--- config.mk ---
export PLATFORM = sky130hd
export DESIGN_NAME = bcd_display_scan_flat
export DESIGN_NICKNAME = d
export VERILOG_FILES = /design/src/rtl/bcd_display_scan_if.sv /design/src/rtl/bcd_display_scan.sv /design/src/flat_wrapper.sv
export SDC_FILE = /design/constraint.sdc
export NUM_CORES = 1
export LEC_CHECK = 0
export BUFFER_PORTS_ARGS = -buffer_cell sky130_fd_sc_hd__buf_4
export CAP_MARGIN = 10
export CELL_PAD_IN_SITES_DETAIL_PLACEMENT = 1
export CELL_PAD_IN_SITES_GLOBAL_PLACEMENT = 1
export CORE_MARGIN = 2
export CORE_UTILIZATION = 40
export DETAILED_ROUTE_END_ITERATION = 10
export PLACE_DENSITY = 0.76
export SYNTH_ARGS = -nofsm -noshare
export SYNTH_HDL_FRONTEND = slang
export SYNTH_SLANG_ARGS = --single-unit
--- constraint.sdc ---
create_clock -name clk -period 1.9 [get_ports clk]
set_input_delay 0.38 -clock clk [delete_from_list [all_inputs] [get_ports clk]]
set_output_delay 0.38 -clock clk [all_outputs]
set_load 0.005 [all_outputs]
--- src/rtl/bcd_display_scan_if.sv ---
// ----------------------------------------------------------------------------
// bcd_display_scan_if
// Packed-BCD result bus from the binary-to-BCD converter into the display
// scanner: a 16-bit value {d3,d2,d1,d0} qualified by a one-cycle strobe.
// ----------------------------------------------------------------------------
interface bcd_display_scan_if;
   logic [15:0] bcd_in;
   logic        bcd_valid;

   modport master (
      output bcd_in,
      output bcd_valid
   );

   modport slave (
      input bcd_in,
      input bcd_valid
   );
endinterface

--- src/rtl/bcd_display_scan.sv ---
// ----------------------------------------------------------------------------
// bcd_display_scan
// Captures a 4-digit packed BCD value on a strobe and drives a time-multiplexed
// 4-digit 7-segment display. New values are only adopted at a scan-frame
// boundary so a frame never mixes old and new digits. Optional leading-zero
// blanking; digits above 9 are shown as a dash and raise digit_err.
// ----------------------------------------------------------------------------
module bcd_display_scan #(
   parameter int REFRESH_DIV  = 50000,
   parameter int COMMON_ANODE = 1
) (
   input  logic                     clk,
   input  logic                     reset,
   bcd_display_scan_if.slave        bus,
   input  logic                     blank_zeros,
   output logic [6:0]               seg,
   output logic [3:0]               an,
   output logic                     digit_err
);

   // A single-cycle dwell still needs a 1-bit counter to keep widths legal.
   localparam int               CNT_W    = (REFRESH_DIV > 1) ? $clog2(REFRESH_DIV) : 1;
   localparam logic [CNT_W-1:0] CNT_LAST = CNT_W'(REFRESH_DIV - 1);
   // Inactive levels; also used as XOR masks to apply output polarity.
   localparam logic [6:0]       SEG_OFF  = (COMMON_ANODE != 0) ? 7'h7F : 7'h00;
   localparam logic [3:0]       AN_OFF   = (COMMON_ANODE != 0) ? 4'hF  : 4'h0;

   // Logical segment pattern {g,f,e,d,c,b,a}; anything above 9 becomes a dash.
   function automatic logic [6:0] seg_decode(input logic [3:0] d);
      logic [6:0] s;
      case (d)
         4'd0:    s = 7'h3F;
         4'd1:    s = 7'h06;
         4'd2:    s = 7'h5B;
         4'd3:    s = 7'h4F;
         4'd4:    s = 7'h66;
         4'd5:    s = 7'h6D;
         4'd6:    s = 7'h7D;
         4'd7:    s = 7'h07;
         4'd8:    s = 7'h7F;
         4'd9:    s = 7'h6F;
         default: s = 7'h40;
      endcase
      return s;
   endfunction

   // True when any of the four nibbles is not a legal BCD digit.
   function automatic logic has_bad_digit(input logic [15:0] v);
      logic bad;
      bad = 1'b0;
      for (int i = 0; i < 4; i++) begin
         if (v[i*4 +: 4] > 4'd9) begin
            bad = 1'b1;
         end
      end
      return bad;
   endfunction

   logic [15:0]      pending_r;
   logic [15:0]      shown_r;
   logic             pend_flag_r;
   logic [CNT_W-1:0] ref_cnt_r;
   logic [1:0]       idx_r;
   logic             digit_err_r;
   logic [6:0]       seg_r;
   logic [3:0]       an_r;

   logic             tc_s;
   logic             frame_end_s;
   logic [3:0]       digit_s;
   logic             blank_s;
   logic [6:0]       seg_logic_s;
   logic [3:0]       an_logic_s;

   assign tc_s        = (ref_cnt_r == CNT_LAST);
   assign frame_end_s = tc_s && (idx_r == 2'd3);

   // Dwell counter and digit index: advance to the next digit on terminal count.
   always_ff @(posedge clk) begin
      if (reset) begin
         ref_cnt_r <= '0;
         idx_r     <= 2'd0;
      end else if (tc_s) begin
         ref_cnt_r <= '0;
         idx_r     <= idx_r + 2'd1;
      end else begin
         ref_cnt_r <= ref_cnt_r + CNT_W'(1);
      end
   end

   // Capture strobes into pending; hand pending over to shown at frame end.
   // A strobe on the boundary cycle lands in pending after the old value moved.
   always_ff @(posedge clk) begin
      if (reset) begin
         pending_r   <= 16'h0000;
         shown_r     <= 16'h0000;
         pend_flag_r <= 1'b0;
         digit_err_r <= 1'b0;
      end else begin
         if (frame_end_s) begin
            if (pend_flag_r) begin
               shown_r     <= pending_r;
               pend_flag_r <= 1'b0;
            end
            digit_err_r <= has_bad_digit(pending_r);
         end
         if (bus.bcd_valid) begin
            pending_r   <= bus.bcd_in;
            pend_flag_r <= 1'b1;
         end
      end
   end

   // Select the current digit, apply leading-zero blanking and decode.
   // A dash digit is nonzero, so it stops blanking of the digits below it.
   always_comb begin
      digit_s = 4'h0;
      blank_s = 1'b0;
      case (idx_r)
         2'd0: begin
            digit_s = shown_r[3:0];
            blank_s = 1'b0;
         end
         2'd1: begin
            digit_s = shown_r[7:4];
            blank_s = blank_zeros && (shown_r[15:4] == 12'h000);
         end
         2'd2: begin
            digit_s = shown_r[11:8];
            blank_s = blank_zeros && (shown_r[15:8] == 8'h00);
         end
         2'd3: begin
            digit_s = shown_r[15:12];
            blank_s = blank_zeros && (shown_r[15:12] == 4'h0);
         end
         default: begin
            digit_s = 4'h0;
            blank_s = 1'b0;
         end
      endcase
      if (blank_s) begin
         seg_logic_s = 7'h00;
      end else begin
         seg_logic_s = seg_decode(digit_s);
      end
      an_logic_s = 4'b0001 << idx_r;
   end

   // Output register: one cycle behind idx, polarity applied by XOR mask.
   always_ff @(posedge clk) begin
      if (reset) begin
         seg_r <= SEG_OFF;
         an_r  <= AN_OFF;
      end else begin
         seg_r <= seg_logic_s ^ SEG_OFF;
         an_r  <= an_logic_s ^ AN_OFF;
      end
   end

   assign seg       = seg_r;
   assign an        = an_r;
   assign digit_err = digit_err_r;

endmodule

--- src/flat_wrapper.sv ---
// flat-port wrapper written by rule: the top's interface ports become plain ports
module bcd_display_scan_flat 
#(
   parameter int REFRESH_DIV  = 50000,
   parameter int COMMON_ANODE = 1
)
  (clk, reset, blank_zeros, seg, an, digit_err, bus_bcd_in, bus_bcd_valid);
  bcd_display_scan_if bus_i ();
  input  logic clk;
  input  logic reset;
  input  logic blank_zeros;
  output logic [6:0] seg;
  output logic [3:0] an;
  output logic digit_err;
  input wire logic [$bits(bus_i.bcd_in)-1:0] bus_bcd_in;
  input wire logic [$bits(bus_i.bcd_valid)-1:0] bus_bcd_valid;
  assign bus_i.bcd_in = bus_bcd_in;
  assign bus_i.bcd_valid = bus_bcd_valid;
  bcd_display_scan #(.REFRESH_DIV(REFRESH_DIV), .COMMON_ANODE(COMMON_ANODE)) u_core (.clk(clk), .reset(reset), .bus(bus_i), .blank_zeros(blank_zeros), .seg(seg), .an(an), .digit_err(digit_err));
endmodule
* Word level (Yosys, flattened, before mapping)
Memory sizes are Yosys's and may differ from the RTL's.
Cells that the tools add are included.
** Cells by class
- $add $sub $neg :: 2
- Multiply operators :: 0
- Div/mod/pow operators :: 0
- $lt $le $gt $ge :: 4
- Equality and inequality tests :: 4
- Shift operators :: 1
- Mux-type cells :: 9
- Bitwise operators :: 2
- Reduce and logical (&&, ||, !) cells :: 11
** Operators by type and width (number)
- $add A16 B1 Y16 const B :: 1
- $eq A16 B16 Y1 const B :: 1
- $gt A4 B4 Y1 const B :: 4
- $pmux W4 S4 :: 1
- $logic_not A12 Y1 :: 1
- $logic_not A8 Y1 :: 1
- $mux W7 :: 1
- $not A7 Y7 :: 1
- $mux W1 :: 6
- $eq A2 B2 Y1 const B :: 2
- $logic_and A1 B1 Y1 :: 4
- $logic_not A4 Y1 :: 1
- $not A4 Y4 :: 1
- $pmux W1 S4 :: 1
- $shl A1 B2 Y4 const A :: 1
- $add A2 B1 Y2 const B :: 1
- $eq A2 B1 Y1 const B :: 1
- $logic_not A2 Y1 :: 1
- $reduce_and A2 Y1 :: 1
- $reduce_bool A2 Y1 :: 1
- $reduce_or A2 Y1 :: 1
** Word-level totals
- Register bits after elaboration :: 63
- Latch bits :: 0
- Memory bits (writable) :: 0
- Memory bits (read-only) :: 112
- Input port bits :: 20
- Logic and storage cells :: 42
- Memories kept :: 1
** Memory list
- (no name shown) :: depth 16, width 7, read ports 1, clocked after memory_dff 0, write ports 0, line bcd_display_scan.sv:31 : case (d)

* Longest topological paths before layout
Gate-level depths: netlist (run 1).
- Word-level depth :: 5
- Depth in mapped cells :: 9
- Gate-level depth less buffers :: 9

* Worst setup path before layout (run 1)
No wires, ideal clock.
- Path type :: register to register
- Start point :: register u_core.idx_r[0]
- End point :: register u_core.seg_r[4] (netlist: u_core.seg[4])
- Setup time :: 0.074 ns
- Arrival time :: 2.060 ns
- Required time :: 1.826 ns
- Setup slack :: -0.234 ns
- Stages on the path, launching flop included :: 10
- Cell sequence :: dfxtp_1 inv_1 ha_1 clkbuf_1 mux2i_1 inv_1 ha_1 a211o_1 o211a_1 o21ai_0
** On the way
- Word-level cells in the longest chain between the ends :: 5
- Elaborated cells between the ends (all ways) :: 9
- Classes of those cells :: 3 x eq/ne; 3 x mux; 1 x bitwise; 1 x reduce/logical; 1 x memory
** Ends and longest elaborated chain
- from (decl) :: line bcd_display_scan.sv:63 : logic [1:0] idx_r;
- from (signal assigned) :: line bcd_display_scan.sv:85 : idx_r <= idx_r + 2'd1;
- $eq A2 B2 Y1, or another cell as far along :: line bcd_display_scan.sv:119 : case (idx_r)
- $pmux W4 S4 :: line bcd_display_scan.sv:119
- $mem_v2 Z16 W7
- $mux W7 * :: line bcd_display_scan.sv:141 : if (blank_s) begin
- $not A7 Y7 (no line) *
- to (signal assigned) :: line bcd_display_scan.sv:155 : seg_r <= seg_logic_s ^ SEG_OFF;
- to (decl) :: line bcd_display_scan.sv:65 : logic [6:0] seg_r;
Every way passes the cells marked *; elsewhere a longest branch is shown, timed or not.
A chain may end at the register's enable or synchronous reset.

* Worst setup path in the final report (run 1)
Same ends and word-level chain as after synthesis.

==> results of run 1 <==
==> stage by stage <==
| stage | util [%] | cells |
|---|---|---|
| floorplan | - | 306 |
| global placement | 47.2 | 417 |
| detailed placement | 47.2 | 417 |
| CTS | 51.6 | 436 |
| global route | 52.4 | 438 |
| finish | 52.4 | 438 |
==> final cells by class <==
class                   instances  share of cell area, %
flip-flops and latches         63                   35.9
inverters                      16                   1.77
repair buffers                 54                   11.9
well taps                      80                   2.83
clock inverters                 6                   3.04
multi-input cells             209                   40.7
clock buffers                  10                   3.89
==> final timing paths <==
path | slack [ps] | cells past startpoint | endpoint
worst max register to register | -200 | 9 | u_core.seg[4]$_SDFF_PP1_
worst max-delay path | -200 | 9 | u_core.seg[4]$_SDFF_PP1_
worst min-delay path | 280 | 3 | u_core.pending_r[11]$_SDFFE_PP0P_
worst min register to register | 470 | 2 | u_core.shown_r[0]$_SDFFE_PP0P_
==> power by group through the flow <==
| stage | clock network, mW | registers (mW) | logic (mW) |
|---|---|---|---|
| floorplan | 0 | 1.40 | 0.0745 |
| global placement | 0 | 1.41 | 0.128 |
| detailed placement | 0 | 1.41 | 0.134 |
| CTS | 1.47 | 1.38 | 0.135 |
| global route | 1.54 | 1.38 | 0.149 |
| finish | 1.44 | 1.38 | 0.134 |
==> cell usage after synthesis (all sizes together), types with 8 or more instances <==
cell,n
dfxtp,63
nor2,33
a21oi,27
o21ai,27
mux2i,20
nand3,20
inv,16
clkbuf,13
ha,11
xnor2,10
nand2,8
==> critical path: stages, from the launching register on <==
cell and delay, ps:
dfxtp_4 380, inv_4 50, ha_4 170, a222oi_1 560, mux2i_4 200, inv_2 120, ha_1 190, a211o_1 110
o211a_1 130, o21ai_0 70
==> sequential cells by signal (all words and copies together) (netlist names) <==
| signal | cells |
|---|---|
| u_core.pending_r | 16 |
| u_core.ref_cnt_r | 16 |
| u_core.shown_r | 16 |
| u_core.seg | 7 |
| u_core.an | 4 |
| u_core.idx_r | 2 |
| u_core.digit_err | 1 |
| u_core.pend_flag_r | 1 |
==> timing repair <==
item / CTS / global route
resized for setup: 12 / 8
buffers inserted: 3 / 2
hold endpoints to repair: 0 / 0
setup endpoints to repair: 7 / 8
pin swaps: 6 / 4
==> metal layers <==
| metal | wire length, um | vias to the layer above | track usage (%) | part of all wire (%) |
|---|---|---|---|---|
| li1 | - | 1168 | - | - |
| met1 | 3470 | 1162 | 26.3 | 47 |
| met2 | 3430 | 58 | 32.4 | 47 |
| met3 | 254 | 23 | 4.74 | 3.5 |
| met4 | 206 | 0 | 8.11 | 2.8 |
| met5 | 0 | - | 0 | 0 |
==> logic make-up after synthesis <==
| logic type | Yosys count | share of synthesized area (%) |
|---|---|---|
| simple gates | 97 | 18.6 |
| compound gates | 66 | 13.8 |
| flops | 63 | 45.5 |
| buf+inv | 34 | 4.83 |
| mux | 23 | 8.45 |
| xor+xnor | 12 | 3.79 |
| fa+ha+maj | 11 | 4.97 |
==> results.py, run 1 <==
metrics = {
    "status": {
        "outcome": "complete, but fails checks",
        "failed_checks": "setup timing",
    },
    "sta": {
        "slew_headroom_pct": 62.2,
        "setup_viol": 7,
        "hold_viol_final": 0,
        "slew_viol_final": 0,
        "skew_ps": 6.61,
        "rsz0062_at_grt": "yes",
        "fin_setup_tns_ps": -988,
        "finalHoldWorstSlack_ps": 276,
        "fin_crit_ps": 2100,
        "finalCritPeriodShare_pct": 111,
        "timing.final.ws_setup_ps": -204,
        "fmax_mhz": 475,
        "worst_pin_slew_ps": 567,
    },
    "logic_synthesis": {
        "syn_area_um2": 2770,
        "async_flop_share_pct": 0,
        "ys.warnings.count": 0,
        "synth-seq-cells": 63,
        "syn-num-nets": 337,
        "synth_area_per_cell_um2": 9.05,
        "synth_ff_type": "dfxtp_1",
        "yosysTopAreaCell": "dfxtp_1",
        "synth_top_cell_area_share_pct": 45.5,
        "synthTopCellsByArea": "dfxtp_1 (46%), mux2i_1 (7.2%), ha_1 (5.0%)",
        "synth_cells": 306,
        "yosysSeqAreaShare_pct": 45.5,
        "synth-edff-count": 0,
        "synth_cell_type_count": 41,
    },
    "layout": {
        "final_cell_area_um2": 3540,
        "nets": 384,
        "seqCellArea_um2": 1270,
        "fill_cells": 797,
        "final_cell_mix": "dfxtp_1 (61), buf_4 (52), nor2_1 (33)",
        "syn2layout_area_growth_pct": 27.7,
        "drive_gt1_share_pct": 26.5,
        "final_common_cell": "dfxtp_1",
        "multi_input_area_um2": 1440,
        "antenna-diode-count": 0,
    },
    "power_and_ir_drop": {
        "irDropWorstVdd_v": 0.000367,
        "pwr-share-comb_pct": 4.5,
        "clockPowerShare_pct": 48.9,
        "power.leakage_nw": 1.39,
        "internal-power_mw": 2.33,
        "p_per_area_nw_per_um2": 835,
        "swShare_pct": 21.3,
        "finalPower_mw": 2.96,
        "seq_power_share_pct": 46.6,
        "power_switching_uw": 630,
    },
    "setup_path": {
        "cp-start-kind": "flop",
        "critPathArrivalTime_ps": 2320,
        "r2r_start": "u_core.idx_r[0]$_SDFFE_PP0P_",
        "crit_path_end_kind": "flop",
        "crit_type": "reg -> reg",
        "cp-startpoint": "u_core.idx_r[0]$_SDFFE_PP0P_",
        "path_max_fanout": 6,
        "required_ps": 2110,
    },
    "route": {
        "routed_via_density": 5.50,
        "drtIter0Drc": 86,
        "drtPass1Iterations": 6,
        "detail-route-antenna-nets": 0,
        "drc_errors": 0,
        "num_vias": 2411,
        "avgRoutedWirePerCell_um": 16.8,
        "wl_um": 7350,
    },
    "die": {
        "dieWidth_um": 87.2,
        "dieArea_um2": 7610,
        "top_level_ports": 32,
        "core_um2": 6760,
        "num_rows": 30,
        "die_h_um": 87.2,
        "initial_utilization_pct": 41.0,
    },
    "global_routing": {
        "grt_use_total_pct": 20.2,
        "grt_pass1_vias": 2405,
        "antenna_found_initial": 0,
        "grt_overflow": 0,
        "grt_first_pass_wirelength_um": 11900,
        "grt_max_degree": 30,
    },
    "clock_network": {
        "h-tree-depth": 3,
        "hold_buffers": 0,
        "cts_tree": "done",
        "cts.clk_slew.worst_paths_ps": 70,
        "cts.sinks": 63,
        "clk_path_buf_depth": 2,
        "cts-root-buf": "clkbuf_8",
        "cts_buffers": 9,
        "clock_latency_ps": 340,
    },
    "place": {
        "gp_congestion": 0.800,
        "place_ws_ps": -145,
        "dp.final_hpwl_um": 4830,
        "placed_area_um2": 3190,
        "io_buffers": 31,
    },
    "hold_path": {
        "hold_path_class": "in -> reg",
        "hp-start": "bus_bcd_in[11]",
    },
    "flow_run": {
        "cap_viol_max_count": 0,
    },
}
Note: power is estimated with default switching activity, not from simulation.
==> run 2: changes to the inputs <==
--- a/config.mk
+++ b/config.mk
@@ -5,12 +5,13 @@
 export SDC_FILE = /design/constraint.sdc
 export NUM_CORES = 1
 export LEC_CHECK = 0
+export ABC_AREA = 1
 export BUFFER_PORTS_ARGS = -buffer_cell sky130_fd_sc_hd__buf_4
 export CAP_MARGIN = 10
 export CELL_PAD_IN_SITES_DETAIL_PLACEMENT = 1
 export CELL_PAD_IN_SITES_GLOBAL_PLACEMENT = 1
 export CORE_MARGIN = 2
-export CORE_UTILIZATION = 40
+export CORE_UTILIZATION = 38
 export DETAILED_ROUTE_END_ITERATION = 10
 export PLACE_DENSITY = 0.76
 export SYNTH_ARGS = -nofsm -noshare
==> results.py, run 2 <==
metrics = {
    "power_and_ir_drop": {
        "irDropWorstVdd_v": 0.000450,
        "finalPower_mw": 2.79,
        "power.leakage_nw": 1.38,
        "p_per_area_nw_per_um2": 798,
    },
    "logic_synthesis": {
        "synth-edff-count": 0,
        "yosysTopAreaCell": "dfxtp_1",
        "synth_top_family_by_area": "simple AND/OR/NAND/NOR gates",
        "synth_cells": 382,
        "syn_area_um2": 2850,
        "async_flop_share_pct": 0,
        "synth_ff_type": "dfxtp_1",
        "synth_fa_ha_area_share_pct": 4.82,
        "synth_cell_type_count": 30,
        "yosysSeqAreaShare_pct": 44.2,
        "synth_xor_area_share_pct": 1.23,
        "ys.warnings.count": 0,
        "synth_top_cell_area_share_pct": 44.2,
        "synth_mux_area_share_pct": 0,
        "syn-num-nets": 413,
        "synth-seq-cells": 63,
        "synthTopCellsByCount": "nand2_1 (83), dfxtp_1 (63), nor2_1 (57), a21oi_1 (29), inv_1 (27)",
        "synth_area_per_cell_um2": 7.47,
        "synthSimpleGateAreaFrac_pct": 32.1,
        "synthTopCellsByArea": "dfxtp_1 (44%), nand2_1 (11%), nor2_1 (7.5%)",
        "synth.most_common_cell": "nand2_1",
        "synth_compound_area_share_pct": 10.2,
    },
    "route": {
        "avgRoutedWirePerCell_um": 13.4,
        "drtPass1Iterations": 4,
        "drtIter0Drc": 68,
        "detail-route-antenna-nets": 0,
        "routed_via_density": 4.86,
        "drc_errors": 0,
        "num_vias": 2565,
        "wl_um": 7050,
    },
    "hold_path": {
        "hp-start": "bus_bcd_in[1]",
        "hold_path_class": "in -> reg",
    },
    "clock_network": {
        "cts.sinks": 63,
        "hold_buffers": 0,
        "cts_tree": "done",
        "h-tree-depth": 3,
        "cts.clk_slew.worst_paths_ps": 70,
        "cts_buffers": 9,
        "cts-root-buf": "clkbuf_8",
        "clock_latency_ps": 340,
        "clk_path_buf_depth": 2,
    },
    "die": {
        "core_um2": 7250,
        "num_rows": 31,
        "initial_utilization_pct": 39.3,
        "dieArea_um2": 8220,
        "die_h_um": 90.6,
        "top_level_ports": 32,
        "dieWidth_um": 90.6,
    },
    "setup_path": {
        "cp-start-kind": "flop",
        "path_max_fanout": 4,
        "r2r_start": "u_core.idx_r[0]$_SDFFE_PP0P_",
        "crit_path_end_kind": "flop",
        "critPathArrivalTime_ps": 2070,
        "required_ps": 2120,
        "cp-startpoint": "u_core.idx_r[0]$_SDFFE_PP0P_",
        "crit_type": "reg -> reg",
    },
    "layout": {
        "antenna-diode-count": 0,
        "final_util_pct": 48.3,
        "final_common_cell": "nand2_1",
        "final_cell_mix": "nand2_1 (83), dfxtp_1 (61), nor2_1 (57)",
        "drive_gt1_share_pct": 20.7,
        "reg.largest.list": "u_core.pending_r: 16 flops, u_core.ref_cnt_r: 16 flops, u_core.shown_r: 16 flops",
        "syn2layout_area_growth_pct": 22.8,
        "fill_cells": 920,
        "nets": 455,
    },
    "place": {
        "io_buffers": 31,
        "gp_congestion": 0.778,
        "place_ws_ps": 48.7,
        "dp.final_hpwl_um": 4890,
    },
    "global_routing": {
        "grt_max_degree": 23,
        "grt_first_pass_wirelength_um": 11800,
        "grt_overflow": 0,
        "grt_pass1_vias": 2621,
        "grt_use_total_pct": 17.5,
        "antenna_found_initial": 0,
    },
    "sta": {
        "setup_viol": 0,
        "fmax_mhz": 541,
        "finalCritPeriodShare_pct": 97.4,
        "worst_pin_slew_ps": 470,
        "fin_crit_ps": 1850,
        "hold_viol_final": 0,
        "skew_ps": 7.51,
        "timing.final.ws_setup_ps": 50.1,
        "finalHoldWorstSlack_ps": 258,
        "slew_headroom_pct": 68.3,
        "slew_viol_final": 0,
    },
    "status": {
        "outcome": "completed",
    },
    "flow_run": {
        "cap_viol_max_count": 0,
    },
}
==> run 2: changes by cell type in the layout (fill, tap and decap cells not counted), moves of 8 or more <==
cell,previous run,this run
nand4_1,5,21
mux2i_1,18,0
nand2_1,8,83
xnor2_1,10,2
nor2_1,33,57
inv_1,14,23
==> run 2: where the power goes <==
part / total [mW] / internal [mW] / switching [mW]
clock: 1.28 / 0.734 / 0.547
combinational: 0.131 / 0.0614 / 0.0695
sequential: 1.38 / 1.36 / 0.0241
total: 2.79 / 2.15 / 0.641
==> run 2: area by class of cell <==
class	count	area [um^2]	share of cell area [%]
Clock buffer	10	128	3.64
Tap cell	99	124	3.54
Inverter	29	114	3.25
Clock inverter	6	85.1	2.43
Timing Repair Buffer	46	349	9.97
Sequential cell	63	1270	36.2
Multi-Input combinational cell	275	1440	41.0
==> run 2: metal layers <==
metal	part of all wire, %	wire, um	up-vias	track usage [%]
met5	0	0	-	0
met1	47	3350	1182	21.6
met3	3.4	242	10	3.34
met4	1.8	127	0	8.46
met2	47	3340	42	29.3
li1	-	-	1331	-
==> run 2: what timing repair did <==
item                                    in CTS  in global routing
buffers inserted                             0                  3
endpoints found under the setup margin       0                 33
gates resized for setup                      0                 21
==> run 2: path summary, 6_finish.rpt <==
kind / to / slack, ps / depth (start not counted)
max: u_core.seg[0]$_SDFF_PP1_ / 50 / 13
min: u_core.pending_r[1]$_SDFFE_PP0P_ / 260 / 3
max reg2reg: u_core.seg[0]$_SDFF_PP1_ / 50 / 13
min reg2reg: u_core.ref_cnt_r[0]$_SDFF_PP0_ / 460 / 1
==> run 2: cell families after synthesis <==
logic type      after synthesis
fa+ha+maj                    11
simple gates                203
buf+inv                      44
compound gates               57
flops                        63
xor+xnor                      4
==> run 2: critical path, stage by stage (launching register included) <==
cell and delay, ps:
dfxtp_4 380, inv_4 90, ha_4 140, inv_2 40, o21ai_2 120, nor2_1 60, nor2_1 180, inv_1 100
buf_4 150, ha_1 200, inv_1 50, nand2_1 50, nand3_1 100, nand3_1 70
==> run 2: per-stage QoR <==
step           cell area (um^2)  setup TNS (ps)  std cells
2_1_floorplan              2850               0        382
3_3_place_gp               3200               0        509
3_5_place_dp               3200               0        509
4_1_cts                    3410               0        525
5_1_grt                    3500            -167        528
6_report                   3500               0        528
